$ cat config.mk
export PLATFORM = sky130hd
export DESIGN_NAME = ball_engine_flat
export DESIGN_NICKNAME = d
export VERILOG_FILES = /design/src/rtl/ball_engine_if.sv /design/src/rtl/ball_engine.sv /design/src/flat_wrapper.sv
export SDC_FILE = /design/constraint.sdc
export NUM_CORES = 1
export LEC_CHECK = 0
export CORE_MARGIN = 5
export CORE_UTILIZATION = 47
export DETAILED_ROUTE_END_ITERATION = 16
export PLACE_DENSITY = 0.7
export SKIP_CTS_REPAIR_TIMING = 1
export SLEW_MARGIN = 0
export SYNTH_ARGS = -nofsm -noshare
export SYNTH_HDL_FRONTEND = slang
export SYNTH_SLANG_ARGS = --single-unit
$ cat constraint.sdc
create_clock -name clk -period 4.46 [get_ports clk]
set_input_delay 0.446 -clock clk [delete_from_list [all_inputs] [get_ports clk]]
set_output_delay 0.446 -clock clk [all_outputs]
set_load 0.1 [all_outputs]
$ cat src/rtl/ball_engine_if.sv
// Pong ball engine interface: frame tick, serve and paddle positions in;
// ball position, point pulses, reset_game and FSM state out.
interface ball_engine_if #(
  parameter int X_W = 10,
  parameter int Y_W = 10
);
  logic           tick;
  logic           serve;
  logic [Y_W-1:0] p1y;
  logic [Y_W-1:0] p2y;
  logic [X_W-1:0] ball_x;
  logic [Y_W-1:0] ball_y;
  logic           p1_point;
  logic           p2_point;
  logic           reset_game;
  logic [1:0]     state;

  modport master (
    output tick, serve, p1y, p2y,
    input  ball_x, ball_y, p1_point, p2_point, reset_game, state
  );

  modport slave (
    input  tick, serve, p1y, p2y,
    output ball_x, ball_y, p1_point, p2_point, reset_game, state
  );
endinterface

$ cat src/rtl/ball_engine.sv
// Pong ball engine: advances the ball once per frame tick, bounces it off
// walls and paddles, detects misses and holds the ball after each point.
// Optional build macro SPEEDUP_EN: each paddle hit raises the per-axis step
// by one, saturating at MAX_SPEED; the step reloads to SPEED on every serve.
module ball_engine #(
  parameter int SCREEN_W   = 640,
  parameter int SCREEN_H   = 480,
  parameter int X_W        = 10,
  parameter int Y_W        = 10,
  parameter int BALL_SIZE  = 8,
  parameter int PADDLE_H   = 64,
  parameter int P1_X       = 16,
  parameter int P2_X       = 616,
  parameter int SPEED      = 2,
  parameter int HOLD_TICKS = 60,
  parameter int MAX_SPEED  = 6
) (
  input  logic         clk,
  input  logic         reset,
  ball_engine_if.slave bus
);

  typedef enum logic [1:0] {IDLE = 2'd0, MOVE = 2'd1, SCORED = 2'd2} state_t;

  localparam int SP_MAX = (MAX_SPEED > SPEED) ? MAX_SPEED : SPEED;
  localparam int SP_W   = $clog2(SP_MAX + 1);
  localparam int HC_W   = (HOLD_TICKS > 1) ? $clog2(HOLD_TICKS) : 1;

  localparam logic [X_W-1:0] X_CTR  = X_W'((SCREEN_W - BALL_SIZE) / 2);
  localparam logic [Y_W-1:0] Y_CTR  = Y_W'((SCREEN_H - BALL_SIZE) / 2);
  localparam logic [X_W:0]   XE_P1  = (X_W+1)'(P1_X);
  localparam logic [X_W:0]   XE_P2  = (X_W+1)'(P2_X);
  localparam logic [X_W:0]   XE_B   = (X_W+1)'(BALL_SIZE);
  localparam logic [X_W:0]   XE_RW  = (X_W+1)'(SCREEN_W - BALL_SIZE);
  localparam logic [Y_W:0]   YE_B   = (Y_W+1)'(BALL_SIZE);
  localparam logic [Y_W:0]   YE_PH  = (Y_W+1)'(PADDLE_H);
  localparam logic [Y_W:0]   YE_BOT = (Y_W+1)'(SCREEN_H - BALL_SIZE);

  state_t          state_q, state_d;
  logic [X_W-1:0]  bx_q, bx_d;
  logic [Y_W-1:0]  by_q, by_d;
  logic            dirx_q, dirx_d;   // 1 = right
  logic            diry_q, diry_d;   // 1 = down
  logic [HC_W-1:0] hold_q, hold_d;
  logic            p1pt_q, p1pt_d;
  logic            p2pt_q, p2pt_d;
  logic            rg_q, rg_d;
  logic [SP_W-1:0] step;

`ifdef SPEEDUP_EN
  logic [SP_W-1:0] speed_q, speed_d;
  assign step = speed_q;
`else
  assign step = SP_W'(SPEED);
`endif

  // Widened operands so sums and differences never wrap.
  logic [X_W:0] xe, sx;
  logic [Y_W:0] ye, sy, p1e, p2e;
  logic         ov1, ov2, cross_l, cross_r;

  assign xe  = {1'b0, bx_q};
  assign ye  = {1'b0, by_q};
  assign sx  = (X_W+1)'(step);
  assign sy  = (Y_W+1)'(step);
  assign p1e = {1'b0, bus.p1y};
  assign p2e = {1'b0, bus.p2y};

  // Paddle overlap uses the pre-update ball_y; crossing means the move
  // would reach or pass the paddle's inner face from the field side.
  assign ov1     = (ye + YE_B > p1e) && (ye < p1e + YE_PH);
  assign ov2     = (ye + YE_B > p2e) && (ye < p2e + YE_PH);
  assign cross_l = (xe >= XE_P1) && (xe - sx <= XE_P1);
  assign cross_r = (xe + XE_B <= XE_P2) && (xe + XE_B + sx >= XE_P2);

  // Next-state logic: serve, per-tick motion, scoring and hold countdown.
  always_comb begin
    state_d = state_q;
    bx_d    = bx_q;
    by_d    = by_q;
    dirx_d  = dirx_q;
    diry_d  = diry_q;
    hold_d  = hold_q;
    p1pt_d  = 1'b0;
    p2pt_d  = 1'b0;
    rg_d    = 1'b0;
`ifdef SPEEDUP_EN
    speed_d = speed_q;
`endif
    unique case (state_q)
      IDLE: begin
        if (bus.serve) begin
          state_d = MOVE;
`ifdef SPEEDUP_EN
          speed_d = SP_W'(SPEED);
`endif
        end
      end
      MOVE: begin
        if (bus.tick) begin
          if (diry_q) begin
            if (ye + sy >= YE_BOT) begin
              by_d   = Y_W'(YE_BOT);
              diry_d = 1'b0;
            end else begin
              by_d = Y_W'(ye + sy);
            end
          end else begin
            if (ye <= sy) begin
              by_d   = '0;
              diry_d = 1'b1;
            end else begin
              by_d = Y_W'(ye - sy);
            end
          end
          if (!dirx_q) begin
            if (cross_l && ov1) begin
              bx_d   = X_W'(XE_P1);
              dirx_d = 1'b1;
`ifdef SPEEDUP_EN
              if (speed_q < SP_W'(MAX_SPEED)) speed_d = speed_q + SP_W'(1);
`endif
            end else if (xe <= sx) begin
              bx_d    = '0;
              p2pt_d  = 1'b1;
              state_d = SCORED;
            end else begin
              bx_d = X_W'(xe - sx);
            end
          end else begin
            if (cross_r && ov2) begin
              bx_d   = X_W'(XE_P2 - XE_B);
              dirx_d = 1'b0;
`ifdef SPEEDUP_EN
              if (speed_q < SP_W'(MAX_SPEED)) speed_d = speed_q + SP_W'(1);
`endif
            end else if (xe + sx >= XE_RW) begin
              bx_d    = X_W'(XE_RW);
              p1pt_d  = 1'b1;
              state_d = SCORED;
            end else begin
              bx_d = X_W'(xe + sx);
            end
          end
        end
      end
      SCORED: begin
        if (bus.tick) begin
          if (hold_q == HC_W'(HOLD_TICKS - 1)) begin
            rg_d    = 1'b1;
            hold_d  = '0;
            bx_d    = X_CTR;
            by_d    = Y_CTR;
            diry_d  = 1'b1;
            state_d = IDLE;
          end else begin
            hold_d = hold_q + HC_W'(1);
          end
        end
      end
      default: state_d = IDLE;
    endcase
  end

  // State and output registers with asynchronous active-low reset.
  always_ff @(posedge clk or negedge reset) begin
    if (!reset) begin
      state_q <= IDLE;
      bx_q    <= X_CTR;
      by_q    <= Y_CTR;
      dirx_q  <= 1'b1;
      diry_q  <= 1'b1;
      hold_q  <= '0;
      p1pt_q  <= 1'b0;
      p2pt_q  <= 1'b0;
      rg_q    <= 1'b0;
`ifdef SPEEDUP_EN
      speed_q <= SP_W'(SPEED);
`endif
    end else begin
      state_q <= state_d;
      bx_q    <= bx_d;
      by_q    <= by_d;
      dirx_q  <= dirx_d;
      diry_q  <= diry_d;
      hold_q  <= hold_d;
      p1pt_q  <= p1pt_d;
      p2pt_q  <= p2pt_d;
      rg_q    <= rg_d;
`ifdef SPEEDUP_EN
      speed_q <= speed_d;
`endif
    end
  end

  assign bus.ball_x     = bx_q;
  assign bus.ball_y     = by_q;
  assign bus.p1_point   = p1pt_q;
  assign bus.p2_point   = p2pt_q;
  assign bus.reset_game = rg_q;
  assign bus.state      = state_q;

endmodule

$ cat src/flat_wrapper.sv
// flat-port wrapper written by rule: the top's interface ports become plain ports
module ball_engine_flat 
#(
  parameter int SCREEN_W   = 640,
  parameter int SCREEN_H   = 480,
  parameter int X_W        = 10,
  parameter int Y_W        = 10,
  parameter int BALL_SIZE  = 8,
  parameter int PADDLE_H   = 64,
  parameter int P1_X       = 16,
  parameter int P2_X       = 616,
  parameter int SPEED      = 2,
  parameter int HOLD_TICKS = 60,
  parameter int MAX_SPEED  = 6
)
  (clk, reset, bus_tick, bus_serve, bus_p1y, bus_p2y, bus_ball_x, bus_ball_y, bus_p1_point, bus_p2_point, bus_reset_game, bus_state);
  ball_engine_if #(.X_W(X_W), .Y_W(Y_W)) bus_i ();
  input  logic clk;
  input  logic reset;
  input wire logic [$bits(bus_i.tick)-1:0] bus_tick;
  input wire logic [$bits(bus_i.serve)-1:0] bus_serve;
  input wire logic [$bits(bus_i.p1y)-1:0] bus_p1y;
  input wire logic [$bits(bus_i.p2y)-1:0] bus_p2y;
  output wire logic [$bits(bus_i.ball_x)-1:0] bus_ball_x;
  output wire logic [$bits(bus_i.ball_y)-1:0] bus_ball_y;
  output wire logic [$bits(bus_i.p1_point)-1:0] bus_p1_point;
  output wire logic [$bits(bus_i.p2_point)-1:0] bus_p2_point;
  output wire logic [$bits(bus_i.reset_game)-1:0] bus_reset_game;
  output wire logic [$bits(bus_i.state)-1:0] bus_state;
  assign bus_i.tick = bus_tick;
  assign bus_i.serve = bus_serve;
  assign bus_i.p1y = bus_p1y;
  assign bus_i.p2y = bus_p2y;
  assign bus_ball_x = bus_i.ball_x;
  assign bus_ball_y = bus_i.ball_y;
  assign bus_p1_point = bus_i.p1_point;
  assign bus_p2_point = bus_i.p2_point;
  assign bus_reset_game = bus_i.reset_game;
  assign bus_state = bus_i.state;
  ball_engine #(.SCREEN_W(SCREEN_W), .SCREEN_H(SCREEN_H), .X_W(X_W), .Y_W(Y_W), .BALL_SIZE(BALL_SIZE), .PADDLE_H(PADDLE_H), .P1_X(P1_X), .P2_X(P2_X), .SPEED(SPEED), .HOLD_TICKS(HOLD_TICKS), .MAX_SPEED(MAX_SPEED)) u_core (.clk(clk), .reset(reset), .bus(bus_i));
endmodule
==> flow_summary_export.csv, run 1 <==
group,metric,value,unit
logic_synthesis,async_flop_share,100.0,%
logic_synthesis,ys.flop_type,"dfrtp_1",
logic_synthesis,synth_fa_ha_area_share,16.26,%
timing,finalHoldViolations,0,
logic_synthesis,synth_edf_count,0,
grt,grt_pass1_wl,16470,um
grt,grt_pass1_vias,3512,
worst_setup_path,worstPathArrival,3.64,ns
clocking,cts_tree,"done",
placement,hpwl,7309,um
die,start_util,48.55,%
logic_synthesis,ys_top_cells_by_area,"ha_1 (16%), dfrtp_1 (13%), dfstp_2 (8.4%)",
logic_synthesis,synthDominantCellAreaShare,16.26,%
worst_setup_path,critical-path-slowest-cell,"dfstp_2",
worst_setup_path,crit_path_end_kind,"flop",
clocking,numCtsBuffers,5,
layout,antennaDiodeCount,0,
logic_synthesis,synth_xor_area_share,5.806,%
grt,use_met1,27.47,%
drt,vias_per_cell,5.967,
power_and_ir_drop,total_power,3.017,mW
worst_setup_path,crit_path_start_kind,"flop",
logic_synthesis,syn_area,3771,um^2
logic_synthesis,synth_cells,481,
worst_setup_path,rr_worst_depth,11,
grt,grt_max_degree,32,
logic_synthesis,synth_common_cells,"ha_1 (49), nor2_1 (40), inv_1 (39), nand2_1 (39), a21oi_1 (32)",
worst_setup_path,crit_required,4.64,ns
logic_synthesis,yosysSeqAreaShare,20.97,%
logic_synthesis,yosysUniqueCellTypes,77,
drt,drt_iter0_markers,204,
die,fp.coreArea,7767,um^2
die,ios,49,
timing,final_max_slew_viol_count,0,
job,drv_cap,0,
timing,rsz0062_at_grt,"no",
worst_setup_path,regToRegStartpoint,"u_core.bus.ball_y[5]$_DFFE_PN1P_",
logic_synthesis,synth-simple-area-share,24.25,%
timing,worst_pin_slew,0.9914,ns
worst_setup_path,path_cells,"nand3_1 -> nor2_1 -> xor2_1 -> ha_1 -> a21o_1 -> a2111oi_0 -> a21oi_1 -> a2bb2oi_1 -> and3_4 -> or3_1 -> a32o_1",
layout,fin_nets,585,
timing,fin_crit,3.464,ns
timing,fin_crit_sh,77.67,%
layout,syn2layout_area_growth,15.30,%
drt,vias,3670,
drt,drt_pass1_iterations,5,
power_and_ir_drop,power_leakage,1.886,nW
placement,gp_congestion,0.9229,
timing,clock_skew,0.008170,ns
grt,gr-usage-met3,3.086,%
logic_synthesis,synthMuxAreaShare,1.427,%
grt,antenna_found_initial,0,
logic_synthesis,synth_area_leader_cell,"ha_1",
timing,setup_viol,0,
clocking,path_clk_slew,0.07,ns
logic_synthesis,synth_top_family_by_area,"simple AND/OR/NAND/NOR gates",
min_path,hp-start,"u_core.hold_q[4]$_DFFE_PN0P_",
layout,drive_gt1_share,7.212,%
worst_setup_path,crit_buf_inv,0,
clocking,clkLatencyLatePin,0.28,ns
drt,drt_wl_total,9721,um
logic_synthesis,synth_area_per_cell,7.840,um^2
drt,drc,0,
drt,wl_per_cell,15.81,um
grt,grt_overflow_total,0,
worst_setup_path,ff2ff_setup_slack,1.0,ns
placement,port_buffers,46,
grt,top_usage_layer,"met2",
timing,setup_tns,0,ns
layout,multi_input_area,2696,um^2
layout,seqCellArea,790.8,um^2
layout,fillers,731,
die,die_x,99.58,um
die,die_y,99.58,um
logic_synthesis,synth-compound-area-share,23.56,%
worst_setup_path,r2r-end,"u_core.bus.ball_x[6]$_DFFE_PN0P_",
min_path,min_delay_path_depth,1,
logic_synthesis,ys_ff_latch,31,
logic_synthesis,synth_warnings,0,
logic_synthesis,yosysMostFrequentCell,"ha_1",
grt,track_usage,19.86,%
clocking,clock-root-buffer,"clkbuf_8",
grt,gr-usage-met2,31.87,%
die,design.die.area,9915,um^2
power_and_ir_drop,cellPowerDensity,694.0,nW/um^2
worst_setup_path,cp_top_family,"compound AO/OA/AOI/OAI gates",
min_path,hold_path_class,"flop to flop",
timing,max_freq,288.7,MHz
worst_setup_path,path_class,"flop to flop",
clocking,clock_sinks,31,
worst_setup_path,critPathMaxStageDelay,0.70,ns
clocking,clockBufferDepth,2,
min_path,worstHoldEndpoint,"u_core.hold_q[4]$_DFFE_PN0P_",
power_and_ir_drop,ir_worst_vdd,0.0003488,V
clocking,htree_num_levels,2,
drt,ant_nets,0,
outcome,status,"finished clean",
die,std_cell_rows,32,
timing,slew_headroom,33.70,%
worst_setup_path,crit_fanout,15,
[where the power goes]
group          total, mW  leakage [nW]  switching [mW]  internal, mW
sequential         0.696         0.374           0.298         0.397
combinational       2.07          1.46            1.33         0.744
clock              0.251        0.0505           0.110         0.140
[worst reg2reg max path, stage by stage (launching register included)]
cell and delay [ns]:
dfstp_2 0.70, nand3_1 0.26, nor2_1 0.20, xor2_1 0.22, ha_1 0.30, a21o_1 0.17
a2111oi_0 0.38, a21oi_1 0.12, a2bb2oi_1 0.16, and3_4 0.20, or3_1 0.39, a32o_1 0.26
[placed cells by master (no fill, tap or decap), types with 6 or more instances in the layout]
cell | Yosys | layout
dfstp_2 | 12 | 12
clkbuf_8 | 0 | 7
or3_1 | 9 | 9
nand2_1 | 39 | 39
xnor2_1 | 19 | 19
nand3_1 | 23 | 23
a211oi_1 | 6 | 6
nor3_1 | 21 | 21
a21o_1 | 6 | 6
a21oi_1 | 32 | 32
o21ai_0 | 27 | 27
nor2_1 | 40 | 40
clkdlybuf4s50_1 | 0 | 46
dfrtp_1 | 19 | 19
ha_1 | 49 | 49
a31oi_1 | 6 | 6
xor2_1 | 6 | 6
nand4_1 | 10 | 10
inv_1 | 39 | 39
[final cells by class]
| cell class | instances | share of cell area, % |
|---|---|---|
| clock buffers | 7 | 2.216 |
| repair buffers | 49 | 11.11 |
| inverters | 39 | 3.367 |
| flip-flops and latches | 31 | 18.19 |
| well taps | 102 | 2.935 |
| clock inverters | 1 | 0.1727 |
| multi-input cells | 386 | 62.01 |
[state kept, by name, summed over array words and instances, names as in the netlist, 2 cells and up]
signal,cells
u_core.bus.ball_x,9
u_core.bus.ball_y,9
u_core.bus.state,2
u_core.hold_q,6
[routing by layer]
metal  vias to the layer above  part of all wire [%]
li1                       1816                     -
met1                      1716                    47
met2                       122                    46
met3                        16                   5.5
met4                         0                   1.8
met5                         -                     0
[cells by family after synthesis]
group | count (synthesis)
multiplexers | 5
XOR/XNOR | 25
AND/OR/NAND/NOR | 177
adder cells (fa/ha/maj) | 49
flip-flops | 31
buffers and inverters | 65
AO/OA/AOI/OAI | 128
other | 1
[worst max path at each step]
stage | startpoint | to | cells after the start
after floorplan | u_core.bus.ball_y[4]$_DFFE_PN0P_ | u_core.bus.ball_x[6]$_DFFE_PN0P_ | 13
after global placement | u_core.bus.ball_y[5]$_DFFE_PN1P_ | u_core.bus.ball_x[6]$_DFFE_PN0P_ | 11
after detailed placement | u_core.bus.ball_y[5]$_DFFE_PN1P_ | u_core.bus.ball_x[6]$_DFFE_PN0P_ | 11
after CTS | u_core.bus.ball_y[5]$_DFFE_PN1P_ | u_core.bus.ball_x[6]$_DFFE_PN0P_ | 11
after global routing | u_core.bus.ball_y[4]$_DFFE_PN0P_ | u_core.bus.ball_x[6]$_DFFE_PN0P_ | 11
final | u_core.bus.ball_y[5]$_DFFE_PN1P_ | u_core.bus.ball_x[6]$_DFFE_PN0P_ | 11
[through the flow]
stage	hold WS [ns]	setup WS (ns)	std cells	util, %	cell area (um^2)
after global placement	0.5097	1.131	607	54.64	4244
after global routing	0.5420	0.7798	615	55.98	4348
after floorplan	0.1504	0.6248	482	-	3775
after CTS	0.5158	0.9956	615	55.98	4348
after detailed placement	0.5064	1.003	607	54.64	4244
final	0.5139	0.9958	615	55.98	4348
No activity file was read; power rests on OpenSTA's default activity.
==> run 2, diff against run 1 <==
==> constraint.sdc (replaced) <==
create_clock -name clk -period 3.6 [get_ports clk]
set_input_delay 0.36 -clock clk [delete_from_list [all_inputs] [get_ports clk]]
set_output_delay 0.36 -clock clk [all_outputs]
set_load 0.1 [all_outputs]
==> run 2 against run 1 <==
Register-to-register slack worse by 0.77 ns; largest power group unchanged; critical endpoint unchanged; via count is 1.9% higher; clock skew up 0.0012 ns; largest cell class unchanged.
==> flow_summary_export.csv, run 2 (synthesis gave the netlist of run 1 again) <==
group,metric,value,unit
outcome,status,"finished clean",
drt,wl_per_cell,16.55,um
timing,setup_viol,0,
timing,fin_crit_sh,93.74,%
timing,worst_slack,0.2253,ns
timing,worst_pin_slew,0.9864,ns
grt,gr-usage-met3,3.717,%
worst_setup_path,crit_fanout,11,
placement,placed_cell_area,4280,um^2
timing,rsz0062_at_grt,"no",
layout,multi_input_area,2696,um^2
drt,drt_wl_total,10250,um
worst_setup_path,worstPathArrival,3.55,ns
grt,top_usage_layer,"met2",
die,std_cell_rows,32,
power_and_ir_drop,ir_worst_vdd,0.0005391,V
timing,setup_tns,0,ns
timing,max_freq,296.3,MHz
drt,drc,0,
die,ios,49,
die,die_x,99.58,um
clocking,clock-root-buffer,"clkbuf_8",
layout,utilization,56.41,%
clocking,clockBufferDepth,2,
grt,grt_max_degree,32,
die,design.die.area,9915,um^2
grt,grt_pass1_vias,3509,
timing,final_max_slew_viol_count,0,
timing,finalHoldViolations,0,
layout,seqCellArea,799.5,um^2
grt,use_met1,28.67,%
grt,track_usage,20.96,%
grt,gr-usage-met2,34.35,%
layout,syn2layout_area_growth,16.19,%
drt,vias_per_cell,6.040,
worst_setup_path,ff2ff_setup_slack,0.23,ns
layout,fin_nets,589,
clocking,path_clk_slew,0.07,ns
grt,antenna_found_initial,0,
timing,clock_skew,0.009370,ns
placement,dp_slack,0.2637,ns
drt,drt_pass1_iterations,5,
timing,fin_crit,3.375,ns
layout,final_cell_mix,"ha_1 (49), clkdlybuf4s50_1 (45), nor2_1 (40)",
placement,gp_congestion,0.9819,
timing,slew_headroom,34.04,%
grt,grt_pass1_wl,17330,um
job,drv_cap,0,
clocking,clock_sinks,31,
clocking,cts_tree,"done",
worst_setup_path,crit_path_start_kind,"flop",
die,die_y,99.58,um
drt,drt_iter0_markers,350,
layout,final_common_cell,"ha_1",
worst_setup_path,crit_path_end_kind,"flop",
placement,port_buffers,46,
drt,ant_nets,0,
placement,hpwl,7753,um
layout,drive_gt1_share,7.930,%
die,fp.coreArea,7767,um^2
clocking,htree_num_levels,2,
power_and_ir_drop,cellPowerDensity,870.8,nW/um^2
power_and_ir_drop,power_leakage,1.906,nW
layout,antennaDiodeCount,0,
worst_setup_path,path_class,"flop to flop",
grt,grt_overflow_total,0,
die,start_util,48.55,%
clocking,clkLatencyLatePin,0.29,ns
clocking,numCtsBuffers,5,
min_path,hold_path_class,"primary input to async pin",
drt,vias,3739,
worst_setup_path,crit_required,3.78,ns
layout,fillers,730,
layout,final_area,4382,um^2
-- run 2: layout make-up --
type                       instances  area share, %
multi-input combinational        386          61.54
sequential                        31          18.25
timing repair buffer              53          11.65
inverter                          39          3.341
tap                              102          2.913
clock buffer                       8          2.313
-- run 2: metal layers --
| layer | vias up | share of wire [%] |
|---|---|---|
| li1 | 1819 | - |
| met1 | 1768 | 46 |
| met2 | 141 | 46 |
| met3 | 11 | 6.8 |
| met4 | 0 | 0.98 |
| met5 | - | 0 |
-- run 2: metrics by stage --
stage	instances	total power, mW	hold slack, ns
global route	619	4.107	0.5021
finish	619	3.816	0.4600
detailed placement	611	3.465	0.5050
floorplan	482	2.863	0.06441
global placement	611	3.418	0.4980
CTS	619	3.799	0.4766
-- run 2: worst paths after layout --
kind                                                  startpoint                                to  depth (start not counted)
worst min-delay path                                       reset  u_core.bus.ball_y[1]$_DFFE_PN0P_                          2
worst min register to register      u_core.hold_q[1]$_DFFE_PN0P_      u_core.hold_q[1]$_DFFE_PN0P_                          2
max in group asynchronous                                  reset         u_core.dirx_q$_DFFE_PN1P_                          2
worst max-delay path            u_core.bus.ball_y[3]$_DFFE_PN1P_  u_core.bus.ball_x[6]$_DFFE_PN0P_                         11
min in group clk                    u_core.hold_q[1]$_DFFE_PN0P_      u_core.hold_q[1]$_DFFE_PN0P_                          2
worst max register to register  u_core.bus.ball_y[3]$_DFFE_PN1P_  u_core.bus.ball_x[6]$_DFFE_PN0P_                         11
-- run 2: critical path, stage by stage, from the launching register on --
cell	delay [ns]
dfstp_4	0.68
ha_1	0.24
nand3_1	0.13
nor2_1	0.19
xor2_1	0.22
ha_1	0.29
a2111oi_0	0.40
a21oi_1	0.12
a2bb2oi_1	0.15
and3_4	0.20
or3_1	0.37
a32o_1	0.27
-- run 2: report_power, final --
| group | internal, mW | switching (mW) | total, mW |
|---|---|---|---|
| combinational | 0.948 | 1.72 | 2.67 |
| sequential | 0.499 | 0.329 | 0.829 |
| clock | 0.179 | 0.136 | 0.315 |
| total | 1.63 | 2.19 | 3.82 |
